`src/rtl/alu_pipe_seq_pkg.sv`:
```
// Shared encodings for the pipelined ALU: op codes, FSM states and flag bit positions.
package alu_pkg;

  localparam logic [2:0] OP_ADD = 3'd0;
  localparam logic [2:0] OP_SUB = 3'd1;
  localparam logic [2:0] OP_AND = 3'd2;
  localparam logic [2:0] OP_OR  = 3'd3;
  localparam logic [2:0] OP_XOR = 3'd4;
  localparam logic [2:0] OP_SLL = 3'd5;
  localparam logic [2:0] OP_SRL = 3'd6;
  localparam logic [2:0] OP_MUL = 3'd7;

  typedef enum logic {
    S_IDLE = 1'b0,
    S_MUL  = 1'b1
  } state_t;

  localparam int FLAG_ZERO  = 0;
  localparam int FLAG_POS   = 1;
  localparam int FLAG_NEG   = 2;
  localparam int FLAG_CARRY = 3;
  localparam int FLAG_OVF   = 4;
  localparam int FLAG_W     = 5;

endpackage

```
`src/rtl/alu_pipe_seq_if.sv`:
```
// Operand/result bus of the pipelined ALU; the ALU is the slave, decode/writeback the master.
interface alu_pipe_seq_if #(
  parameter int WIDTH = 16
) ();
  // Handshake: a transfer happens on a rising clk edge where valid & ready are both 1.
  // A producer holding valid keeps its payload stable until the transfer; ready may
  // depend combinationally on the consumer's ready, never on the producer's valid.
  logic             in_valid;
  logic             in_ready;
  logic [2:0]       op;
  logic [WIDTH-1:0] in0;
  logic [WIDTH-1:0] in1;
  logic             out_valid;
  logic             out_ready;
  logic [WIDTH-1:0] out;
  logic             zero;
  logic             pos;
  logic             neg;
  logic             carry;
  logic             ovf;

  modport master (
    output in_valid, op, in0, in1, out_ready,
    input  in_ready, out_valid, out, zero, pos, neg, carry, ovf
  );

  modport slave (
    input  in_valid, op, in0, in1, out_ready,
    output in_ready, out_valid, out, zero, pos, neg, carry, ovf
  );
endinterface

```
`src/rtl/alu_pipe_seq_mul.sv`:
```
// Unsigned shift-add multiplier: one partial product per cycle, WIDTH cycles after start.
module alu_mul_seq #(
  parameter int WIDTH = 16
) (
  input  logic                 clk,
  input  logic                 reset,
  input  logic                 i_start,
  input  logic [WIDTH-1:0]     i_a,
  input  logic [WIDTH-1:0]     i_b,
  output logic                 o_done,
  output logic [2*WIDTH-1:0]   o_product
);
  localparam int CW = $clog2(WIDTH);

  logic [2*WIDTH-1:0] r_mcand;
  logic [2*WIDTH-1:0] r_acc;
  logic [WIDTH-1:0]   r_mplier;
  logic [CW-1:0]      r_cnt;
  logic               r_busy;
  logic [2*WIDTH-1:0] w_acc_next;

  assign w_acc_next = r_acc + (r_mplier[0] ? r_mcand : '0);

  always_ff @(posedge clk or posedge reset) begin
    if (reset) begin
      r_mcand  <= '0;
      r_acc    <= '0;
      r_mplier <= '0;
      r_cnt    <= '0;
      r_busy   <= 1'b0;
    end else if (i_start) begin
      r_mcand  <= {{WIDTH{1'b0}}, i_a};
      r_mplier <= i_b;
      r_acc    <= '0;
      r_cnt    <= CW'(WIDTH - 1);
      r_busy   <= 1'b1;
    end else if (r_busy) begin
      r_acc    <= w_acc_next;
      r_mcand  <= r_mcand << 1;
      r_mplier <= r_mplier >> 1;
      r_cnt    <= r_cnt - 1'b1;
      if (r_cnt == '0) r_busy <= 1'b0;
    end
  end

  // The last partial product is summed combinationally so the caller can load it on the final busy edge.
  assign o_done    = r_busy && (r_cnt == '0);
  assign o_product = w_acc_next;

endmodule

```
`src/rtl/alu_pipe_seq.sv`:
```
// Registered ALU with valid/ready handshake, single-cycle ops and an optional multi-cycle multiply.
module alu_pipe_seq
  import alu_pkg::*;
#(
  parameter int WIDTH  = 16,
  parameter int MUL_EN = 1
) (
  input  logic             clk,
  input  logic             reset,
  alu_pipe_seq_if.slave    bus,
  output state_t           o_state
);

  localparam logic [WIDTH-1:0] SHIFT_LIMIT = WIDTH'(WIDTH);

  state_t              r_state;
  logic                r_valid;
  logic [WIDTH-1:0]    r_out;
  logic [FLAG_W-1:0]   r_flags;

  logic                w_accept;
  logic                w_mul_op;
  logic                w_mul_start;
  logic                w_mul_done;
  logic                w_mul_hi;
  logic [2*WIDTH-1:0]  w_mul_prod;
  logic [WIDTH:0]      w_sum;
  logic [WIDTH-1:0]    w_res;
  logic                w_carry;
  logic                w_ovf;

  function automatic logic [FLAG_W-1:0] make_flags(input logic [WIDTH-1:0] res,
                                                   input logic c, input logic v);
    logic [FLAG_W-1:0] f;
    f             = '0;
    f[FLAG_ZERO]  = (res == '0);
    f[FLAG_NEG]   = res[WIDTH-1];
    f[FLAG_POS]   = (res != '0) && !res[WIDTH-1];
    f[FLAG_CARRY] = c;
    f[FLAG_OVF]   = v;
    return f;
  endfunction

  assign bus.in_ready = (r_state == S_IDLE) && (!r_valid || bus.out_ready);
  assign w_accept     = bus.in_valid && bus.in_ready;
  assign w_mul_op     = (bus.op == OP_MUL) && (MUL_EN != 0);
  assign w_mul_start  = w_accept && w_mul_op;

  always_comb begin
    w_sum   = '0;
    w_res   = '0;
    w_carry = 1'b0;
    w_ovf   = 1'b0;
    case (bus.op)
      OP_ADD: begin
        w_sum   = {1'b0, bus.in0} + {1'b0, bus.in1};
        w_res   = w_sum[WIDTH-1:0];
        w_carry = w_sum[WIDTH];
        w_ovf   = (bus.in0[WIDTH-1] == bus.in1[WIDTH-1]) && (w_res[WIDTH-1] != bus.in0[WIDTH-1]);
      end
      OP_SUB: begin
        // The extra top bit of the widened difference is the unsigned borrow.
        w_sum   = {1'b0, bus.in0} - {1'b0, bus.in1};
        w_res   = w_sum[WIDTH-1:0];
        w_carry = w_sum[WIDTH];
        w_ovf   = (bus.in0[WIDTH-1] != bus.in1[WIDTH-1]) && (w_res[WIDTH-1] != bus.in0[WIDTH-1]);
      end
      OP_AND: w_res = bus.in0 & bus.in1;
      OP_OR:  w_res = bus.in0 | bus.in1;
      OP_XOR: w_res = bus.in0 ^ bus.in1;
      OP_SLL: w_res = (bus.in1 >= SHIFT_LIMIT) ? '0 : (bus.in0 << bus.in1);
      OP_SRL: w_res = (bus.in1 >= SHIFT_LIMIT) ? '0 : (bus.in0 >> bus.in1);
      OP_MUL: w_ovf = 1'b1;
      default: w_res = '0;
    endcase
  end

  if (MUL_EN != 0) begin : g_mul
    alu_mul_seq #(.WIDTH(WIDTH)) u_mul (
      .clk       (clk),
      .reset     (reset),
      .i_start   (w_mul_start),
      .i_a       (bus.in0),
      .i_b       (bus.in1),
      .o_done    (w_mul_done),
      .o_product (w_mul_prod)
    );
  end else begin : g_no_mul
    assign w_mul_done = 1'b0;
    assign w_mul_prod = '0;
  end

  assign w_mul_hi = |w_mul_prod[2*WIDTH-1:WIDTH];

  always_ff @(posedge clk or posedge reset) begin
    if (reset) begin
      r_state <= S_IDLE;
      r_valid <= 1'b0;
      r_out   <= '0;
      r_flags <= '0;
    end else begin
      case (r_state)
        S_IDLE: begin
          if (w_accept && w_mul_op) begin
            r_state <= S_MUL;
            r_valid <= 1'b0;
          end else if (w_accept) begin
            r_out   <= w_res;
            r_flags <= make_flags(w_res, w_carry, w_ovf);
            r_valid <= 1'b1;
          end else if (bus.out_ready) begin
            r_valid <= 1'b0;
          end
        end
        S_MUL: begin
          if (w_mul_done) begin
            r_out   <= w_mul_prod[WIDTH-1:0];
            r_flags <= make_flags(w_mul_prod[WIDTH-1:0], w_mul_hi, w_mul_hi);
            r_valid <= 1'b1;
            r_state <= S_IDLE;
          end
        end
        default: r_state <= S_IDLE;
      endcase
    end
  end

  assign bus.out_valid = r_valid;
  assign bus.out       = r_out;
  assign bus.zero      = r_flags[FLAG_ZERO];
  assign bus.pos       = r_flags[FLAG_POS];
  assign bus.neg       = r_flags[FLAG_NEG];
  assign bus.carry     = r_flags[FLAG_CARRY];
  assign bus.ovf       = r_flags[FLAG_OVF];
  assign o_state       = r_state;

endmodule

```
`src/flat_wrapper.sv`:
```
// flat-port wrapper written by rule: the top's interface ports become plain ports
module alu_pipe_seq_flat import alu_pkg::*;
#(
  parameter int WIDTH  = 16,
  parameter int MUL_EN = 1
)
  (clk, reset, o_state, bus_in_valid, bus_op, bus_in0, bus_in1, bus_out_ready, bus_in_ready, bus_out_valid, bus_out, bus_zero, bus_pos, bus_neg, bus_carry, bus_ovf);
  alu_pipe_seq_if #(.WIDTH(WIDTH)) bus_i ();
  input  logic clk;
  input  logic reset;
  output state_t o_state;
  input wire logic [$bits(bus_i.in_valid)-1:0] bus_in_valid;
  input wire logic [$bits(bus_i.op)-1:0] bus_op;
  input wire logic [$bits(bus_i.in0)-1:0] bus_in0;
  input wire logic [$bits(bus_i.in1)-1:0] bus_in1;
  input wire logic [$bits(bus_i.out_ready)-1:0] bus_out_ready;
  output wire logic [$bits(bus_i.in_ready)-1:0] bus_in_ready;
  output wire logic [$bits(bus_i.out_valid)-1:0] bus_out_valid;
  output wire logic [$bits(bus_i.out)-1:0] bus_out;
  output wire logic [$bits(bus_i.zero)-1:0] bus_zero;
  output wire logic [$bits(bus_i.pos)-1:0] bus_pos;
  output wire logic [$bits(bus_i.neg)-1:0] bus_neg;
  output wire logic [$bits(bus_i.carry)-1:0] bus_carry;
  output wire logic [$bits(bus_i.ovf)-1:0] bus_ovf;
  assign bus_i.in_valid = bus_in_valid;
  assign bus_i.op = bus_op;
  assign bus_i.in0 = bus_in0;
  assign bus_i.in1 = bus_in1;
  assign bus_i.out_ready = bus_out_ready;
  assign bus_in_ready = bus_i.in_ready;
  assign bus_out_valid = bus_i.out_valid;
  assign bus_out = bus_i.out;
  assign bus_zero = bus_i.zero;
  assign bus_pos = bus_i.pos;
  assign bus_neg = bus_i.neg;
  assign bus_carry = bus_i.carry;
  assign bus_ovf = bus_i.ovf;
  alu_pipe_seq #(.WIDTH(WIDTH), .MUL_EN(MUL_EN)) u_core (.clk(clk), .reset(reset), .bus(bus_i), .o_state(o_state));
endmodule
```
`config.mk`:
```
export PLATFORM = sky130hd
export DESIGN_NAME = alu_pipe_seq_flat
export DESIGN_NICKNAME = d
export VERILOG_FILES = /design/src/rtl/alu_pipe_seq_pkg.sv /design/src/rtl/alu_pipe_seq_if.sv /design/src/rtl/alu_pipe_seq_mul.sv /design/src/rtl/alu_pipe_seq.sv /design/src/flat_wrapper.sv
export SDC_FILE = /design/constraint.sdc
export NUM_CORES = 1
export LEC_CHECK = 0
export BUFFER_PORTS_ARGS = -buffer_cell sky130_fd_sc_hd__buf_2
export CELL_PAD_IN_SITES_DETAIL_PLACEMENT = 0
export CELL_PAD_IN_SITES_GLOBAL_PLACEMENT = 2
export CORE_MARGIN = 2
export CORE_UTILIZATION = 36
export CTS_BUF_LIST = sky130_fd_sc_hd__clkbuf_4 sky130_fd_sc_hd__clkbuf_8
export DETAILED_ROUTE_END_ITERATION = 10
export GPL_ROUTABILITY_DRIVEN = 0
export PLACE_DENSITY = 0.77
export SETUP_SLACK_MARGIN = 0.1
export SLEW_MARGIN = 10
export SYNTH_ARGS = -nofsm -noshare
export SYNTH_HDL_FRONTEND = slang
export SYNTH_HIERARCHICAL = 1
export SYNTH_SLANG_ARGS = --single-unit
```
`constraint.sdc`:
```
create_clock -name clk -period 3.8 [get_ports clk]
set_clock_uncertainty 0.2 [all_clocks]
set_input_delay 0.38 -clock clk [delete_from_list [all_inputs] [get_ports clk]]
set_output_delay 0.38 -clock clk [all_outputs]
set_load 0.03 [all_outputs]
```
After elaboration in Yosys (flattened, before gate mapping) --
Index checks and enable logic that the tools add are counted.
Storage, ports and cells: flip-flop bits (word level) 108, bits of input ports 39, output and inout port bits 24, word-level logic and storage cells 90
Cells by class: $add $sub $neg 4, order comparisons 1, eq/ne operators 15, shifts and indexed selects 2, muxes and demuxes 33, bitwise logic cells 4, reductions and logical operators 22
Operators with widths (count):
- 32-bit 2-to-1 mux | 5
- 16-bit 2-to-1 mux | 7
- 16-bit case mux with 7 select lines | 1
- 32-bit adder | 1
- 16-bit zero test | 2
- 16-bit case mux with 2 select lines | 1
- 16-bit nonzero test | 2
- 16-bit by 16-bit adder with 17-bit output | 1
- 16-bit by 16-bit subtractor with 17-bit output | 1
- 16-bit AND | 1
- 16-bit by 5-bit >= comparator with 1-bit output, second input constant | 1
- 16-bit bitwise OR | 1
- 16-bit OR reduction | 1
- 16-bit by 16-bit << shifter with 16-bit output | 1
- 16-bit by 16-bit >> shifter with 16-bit output | 1
- 16-bit XOR | 1
- 5-bit 2-to-1 mux | 3
- 3-bit == test, second input constant | 4
- 5-bit case mux with 2 select lines | 1
- 1-bit 2-to-1 mux | 9
- 1-bit logical AND | 8
- 4-bit 2-to-1 mux | 2
- 3-bit by 2-bit == test with 1-bit output, second input constant | 2
- 1-bit case mux with 2 select lines | 3
- other kinds (16) | 21

Logic depth before layout (Yosys ltp) --
depth in word-level cells 8, gate-level depth with buffers 17, depth with buffers taken out 16

Hierarchy --
The synthesis kept the hierarchy.
By module, submodules not included:
- alu_mul_seq | instances 1, cells an instance 609, area an instance 5626.6 sq um, sequential area each 2127.0 sq um
- alu_pipe_seq | instances 1, cells an instance 704, area an instance 5300.1 sq um, sequential area each 550.5 sq um

Worst setup path after synthesis --
Ideal clock, no wire load.
kind input port to flip-flop, start input port bus_in1[2], end register u_core.r_flags[0], setup time 0.067 ns, arrival 3.717 ns, data required time 3.533 ns, path slack -0.183 ns, stages on the path 14, buffers on the path 3, path through clkbuf_1 > buf_2 > buf_2 > inv_2 > ha_1 > o21bai_1 > a311oi_1 > a21oi_1 > a21oi_1 > mux2i_1 > or4_1 > or4_1 > nor4_2 > a41o_1
On the way: cells in the longest elaborated chain, start to end 7, elaborated cells between the ends (all ways) 15, those cells by class add/sub (2); order compare (1); shift (2); mux (6); bitwise (3); reduce/logical (1)
RTL lines:
- from (decl) | RTL line flat_wrapper.sv:15 | input wire logic [$bits(bus_i.in1)-1:0] bus_in1;
- 16-bit by 5-bit >= comparator with 1-bit output, or another cell as far along | RTL line alu_pipe_seq.sv:71, alu_pipe_seq.sv:72
- 16-bit 2-to-1 mux, on equally long branches | RTL line alu_pipe_seq.sv:72, alu_pipe_seq.sv:71
- 16-bit case mux with 7 select lines * | RTL line alu_pipe_seq.sv:54 | case (bus.op)
- 16-bit zero test * | RTL line alu_pipe_seq.sv:36 | f[FLAG_ZERO] = (res == '0);
- 5-bit 2-to-1 mux * | RTL line alu_pipe_seq.sv:107 | end else if (w_accept) begin
- 5-bit 2-to-1 mux * | RTL line alu_pipe_seq.sv:104 | if (w_accept && w_mul_op) begin
- 5-bit case mux with 2 select lines * | RTL line alu_pipe_seq.sv:102 | case (r_state)
- to (signal assigned) | RTL line alu_pipe_seq.sv:109 | r_flags <= make_flags(w_res, w_carry, w_ovf);
- to (signal assigned) | RTL line alu_pipe_seq.sv:118 | r_flags <= make_flags(w_mul_prod[WIDTH-1:0], w_mul_hi, w_mul_hi);
- to (decl) | RTL line alu_pipe_seq.sv:19 | logic [FLAG_W-1:0] r_flags;
Mark *: on every way between the ends. The rest lies on a longest branch, timed or not. The select of a mux whose other input is x is not followed. A chain may end at the register's enable or synchronous reset.

Worst setup path after layout --
start register u_core.g_mul.u_mul.r_mplier[0], end register u_core.r_flags[4]
On the way: cells in the longest elaborated chain, start to end 5
RTL lines:
- from (decl) | RTL line alu_pipe_seq_mul.sv:17 | logic [WIDTH-1:0] r_mplier;
- from (signal assigned) | RTL line alu_pipe_seq_mul.sv:33 | r_mplier <= i_b;
- from (signal assigned) | RTL line alu_pipe_seq_mul.sv:40 | r_mplier <= r_mplier >> 1;
- 32-bit 2-to-1 mux | RTL line alu_pipe_seq_mul.sv:22 | assign w_acc_next = r_acc + (r_mplier[0] ? r_mcand : '0);
- 32-bit adder | RTL line alu_pipe_seq_mul.sv:22
- named net u_core.w_mul_prod[23] | RTL line alu_pipe_seq.sv:26 | logic [2*WIDTH-1:0] w_mul_prod;
- 16-bit OR reduction | RTL line alu_pipe_seq.sv:93 | assign w_mul_hi = |w_mul_prod[2*WIDTH-1:WIDTH];
- 5-bit 2-to-1 mux | RTL line alu_pipe_seq.sv:116 | if (w_mul_done) begin
- 5-bit case mux with 2 select lines | RTL line alu_pipe_seq.sv:102
The timed path passes the listed nets, and every way through them passes these cells. The select of a mux whose other input is x is not followed.

==> reports/results.ini <==
[yosys]
yosysTopAreaCellShare_pct = 24.5
synth_nets = 1435
avgSynthCellArea_sq_um = 8.32
syn_area_sq_um = 10900
ys.flop_type = dfrtp_1
ys_async_sr_fraction_pct = 100
synth_cell_types = 91
synth_edf_count = 0
synthCells = 1313
yosysWarnings = 6
synth_area_leaders = dfrtp_1 (25%), ha_1 (9.2%), mux2i_1 (8.9%)
seq_area_frac_synth_pct = 24.5
synth-seq-cells = 107
synth.largest_area_cell = dfrtp_1

[floorplan]
num_io_pins = 63
initial_core_util_pct = 36.7
die_area_sq_um = 31800
die_w_um = 178
die_h_um = 178
rows = 63
coreArea_sq_um = 29800

[grt]
first_global_vias = 10596
grt_usage_pct = 25.2
grt-ovfl-total = 0
grt_max_degree = 70
grt_pass1_wl_um = 61600
antenna_found_initial = 0

[detailed_routing]
drtPass1Iterations = 5
first_iter_violations = 999
drc_errors = 0
viasPerCell = 5.65
vias = 11054
wl_per_cell_um = 20.5
wirelength_um = 40000
ant_nets = 0

[timing]
layout_min_cycle_time_ps = 3770
hold_viol = 0
worstMarginPinSlew_ps = 878
rsz0062_at_grt = yes
timing.hold.ws_ps = 90.5
fin_crit_sh_pct = 99.3
slew_violations = 0
setup_viol = 0
max_freq_mhz = 265
slew_headroom_pct = 41.4

[clocking]
cts_tree = yes
clk_transition_reported_paths_ps = 120
cts_buffers = 9
htree_num_levels = 3
cts.root.buffer_cell = clkbuf_8
clk_latency_ps = 390
clock_sinks = 107
clock_path_buffers = 2

[power_and_ir_drop]
power_density_nw_per_um2 = 586
p_sw_share_pct = 46.3
leakage_nw = 6.49
clockPowerShare_pct = 8.7
p_sw_mw = 3.81
ir_worst_vdd_mv = 0.336
pwr-share-comb_pct = 66.5
power_frac_seq_pct = 24.8
p_int_mw = 4.42

[layout]
multi_input_area_sq_um = 8130
num-fill-cells = 2988
regArea_sq_um = 2680
drive_gt1_share_pct = 29.3
diodes = 0
final_cell_mix = buf_4 (251), nand2_1 (116), nor2_1 (112), dfrtp_1 (105), mux2i_1 (97)
layout_commonest_cell = buf_4
nets = 1684
final_area_sq_um = 14100
syn2layout_area_growth_pct = 28.6

[placed_design]
dpl.hpwl_um = 31500
placed_area_sq_um = 13300
port_buffers = 62

[worst_hold_path]
hp-start = bus_in1[7]
hold_depth = 3
holdPathEnd = u_core/g_mul.u_mul/r_mplier[7]
hold_class = input pin to register

[setup_path]
start_kind = register
cp_slowest_stage_delay_ps = 440
end_kind = register
r2r-start = u_core/g_mul.u_mul/r_mplier[0]
crit_chain = buf_4 -> and2_1 -> ha_1 -> a21oi_2 -> o211a_1 -> and4bb_2 -> a211oi_2 -> o21ba_2 -> or3_1 -> and2_4 -> nor4_4 -> nand4_1 -> buf_6 -> a21oi_4 -> o211a_1 -> a21oi_1
critPathRequiredTime_ps = 3890
slowest_stage = dfrtp_2
r2r-end = u_core/r_flags[4]
critPathArrivalTime_ps = 3860
rrSetupSlack_ps = 30
critPathKind = register to register
r2r_cells = 16
crit_top_cell = o211a_1
critPathMaxFanout = 5

[flow_run]
cap_violations = 0

[outcome]
status = finished clean

==> worst max-delay path, delay by kind of cell, from the launching register on <==
family | cells | cell delay [ps]
AOI/OAI and AO/OA | 7 | 1050
adders and majority gates | 1 | 330
DFF | 1 | 440
and+or+nand+nor | 6 | 1370
buffers and inverters | 2 | 300
==> cells by family after synthesis <==
group,count (synthesis),share of synthesized area (%)
compound gates,384,23.7
fa+ha+maj,83,9.71
flops,107,24.5
mux,133,14.8
simple gates,416,18.6
xor+xnor,41,3.29
buf+inv,149,5.47
==> Yosys cell counts, types with 10 or more instances <==
library cell and number:
nand2_1 118, a21o_1 23, mux2i_1 97, nor2_1 117, nand3_1 19, buf_2 16
a31oi_1 11, ha_1 80, inv_1 62, and2_1 36, mux2_2 14, xnor2_1 29
xor2_1 12, o21ai_0 96, and3_1 10, a211oi_1 16, o211ai_1 18, nand4_1 13
nor3_1 21, o21bai_1 15, a21oi_1 95, nand2b_1 12, dfrtp_1 107, clkbuf_1 55
nor4_1 21, mux4_2 21
==> layer usage <==
layer	global-route usage (%)	share of wire [%]	routed length [um]	up-vias
met5	0	0	0	-
met3	4.07	5.8	2330	49
met1	38.1	50	20100	5329
met2	36.5	41	16600	350
met4	7.49	2.5	1020	0
li1	-	-	-	5326
==> power groups by stage <==
stage / sequential (mW) / combinational, mW / clock (mW)
4_1_cts: 2.01 / 5.20 / 0.749
5_1_grt: 2.11 / 5.96 / 0.779
3_5_place_dp: 2.03 / 5.03 / 0
6_report: 2.04 / 5.47 / 0.717
2_1_floorplan: 2.11 / 2.83 / 0
3_3_place_gp: 2.02 / 4.97 / 0
==> what timing repair did <==
action,CTS,global route
resized for setup,34,57
hold buffers,2,0
pin swaps,17,32
setup endpoints to repair,4,4
buffers inserted,6,12
endpoints found under the hold margin,39,0
==> sequential cells by signal, summed over array words and instances, names as in the netlist <==
signal,flops
u_core/g_mul.u_mul/r_mplier,16
u_core/g_mul.u_mul/r_cnt,4
u_core/o_state,1
u_core/g_mul.u_mul/r_mcand,32
u_core/bus.out,15
u_core/bus.out_valid,1
u_core/g_mul.u_mul/r_acc,32
u_core/r_flags,5
u_core/g_mul.u_mul/r_busy,1
==> through the flow <==
| stage | std cells | total power, mW | setup WS, ps | setup TNS, ps | utilization (%) |
|---|---|---|---|---|---|
| 6_report | 1957 | 8.23 | 27.6 | 0 | 47.2 |
| 5_1_grt | 1957 | 8.84 | -156 | -344 | 47.2 |
| 4_1_cts | 1945 | 7.96 | 32.1 | 0 | 45.9 |
| 3_5_place_dp | 1921 | 7.06 | -302 | -911 | 44.5 |
| 3_3_place_gp | 1921 | 6.98 | -231 | -769 | 44.5 |
| 2_1_floorplan | 1313 | 4.94 | 119 | 0 | - |
==> worst max path at each step <==
stage	from	end	cells after the start
2_1_floorplan	u_core/g_mul.u_mul/r_mplier[0]	u_core/r_flags[4]	16
3_3_place_gp	u_core/g_mul.u_mul/r_mplier[0]	u_core/r_flags[4]	17
3_5_place_dp	u_core/g_mul.u_mul/r_mplier[0]	u_core/r_flags[4]	17
4_1_cts	u_core/g_mul.u_mul/r_mplier[0]	u_core/r_flags[4]	17
5_1_grt	u_core/g_mul.u_mul/r_mplier[0]	u_core/r_flags[4]	19
6_report	u_core/g_mul.u_mul/r_mplier[0]	u_core/r_flags[4]	16
==> final cells by class <==
| cell class | instances | area share (%) |
|---|---|---|
| inverter | 65 | 1.76 |
| clock buffer | 10 | 0.935 |
| sequential | 107 | 19.1 |
| clock inverter | 6 | 0.374 |
| multi-input combinational | 1057 | 57.8 |
| timing repair buffer | 322 | 16.5 |
| tap | 390 | 3.47 |
(Power assumes the default switching activity.)
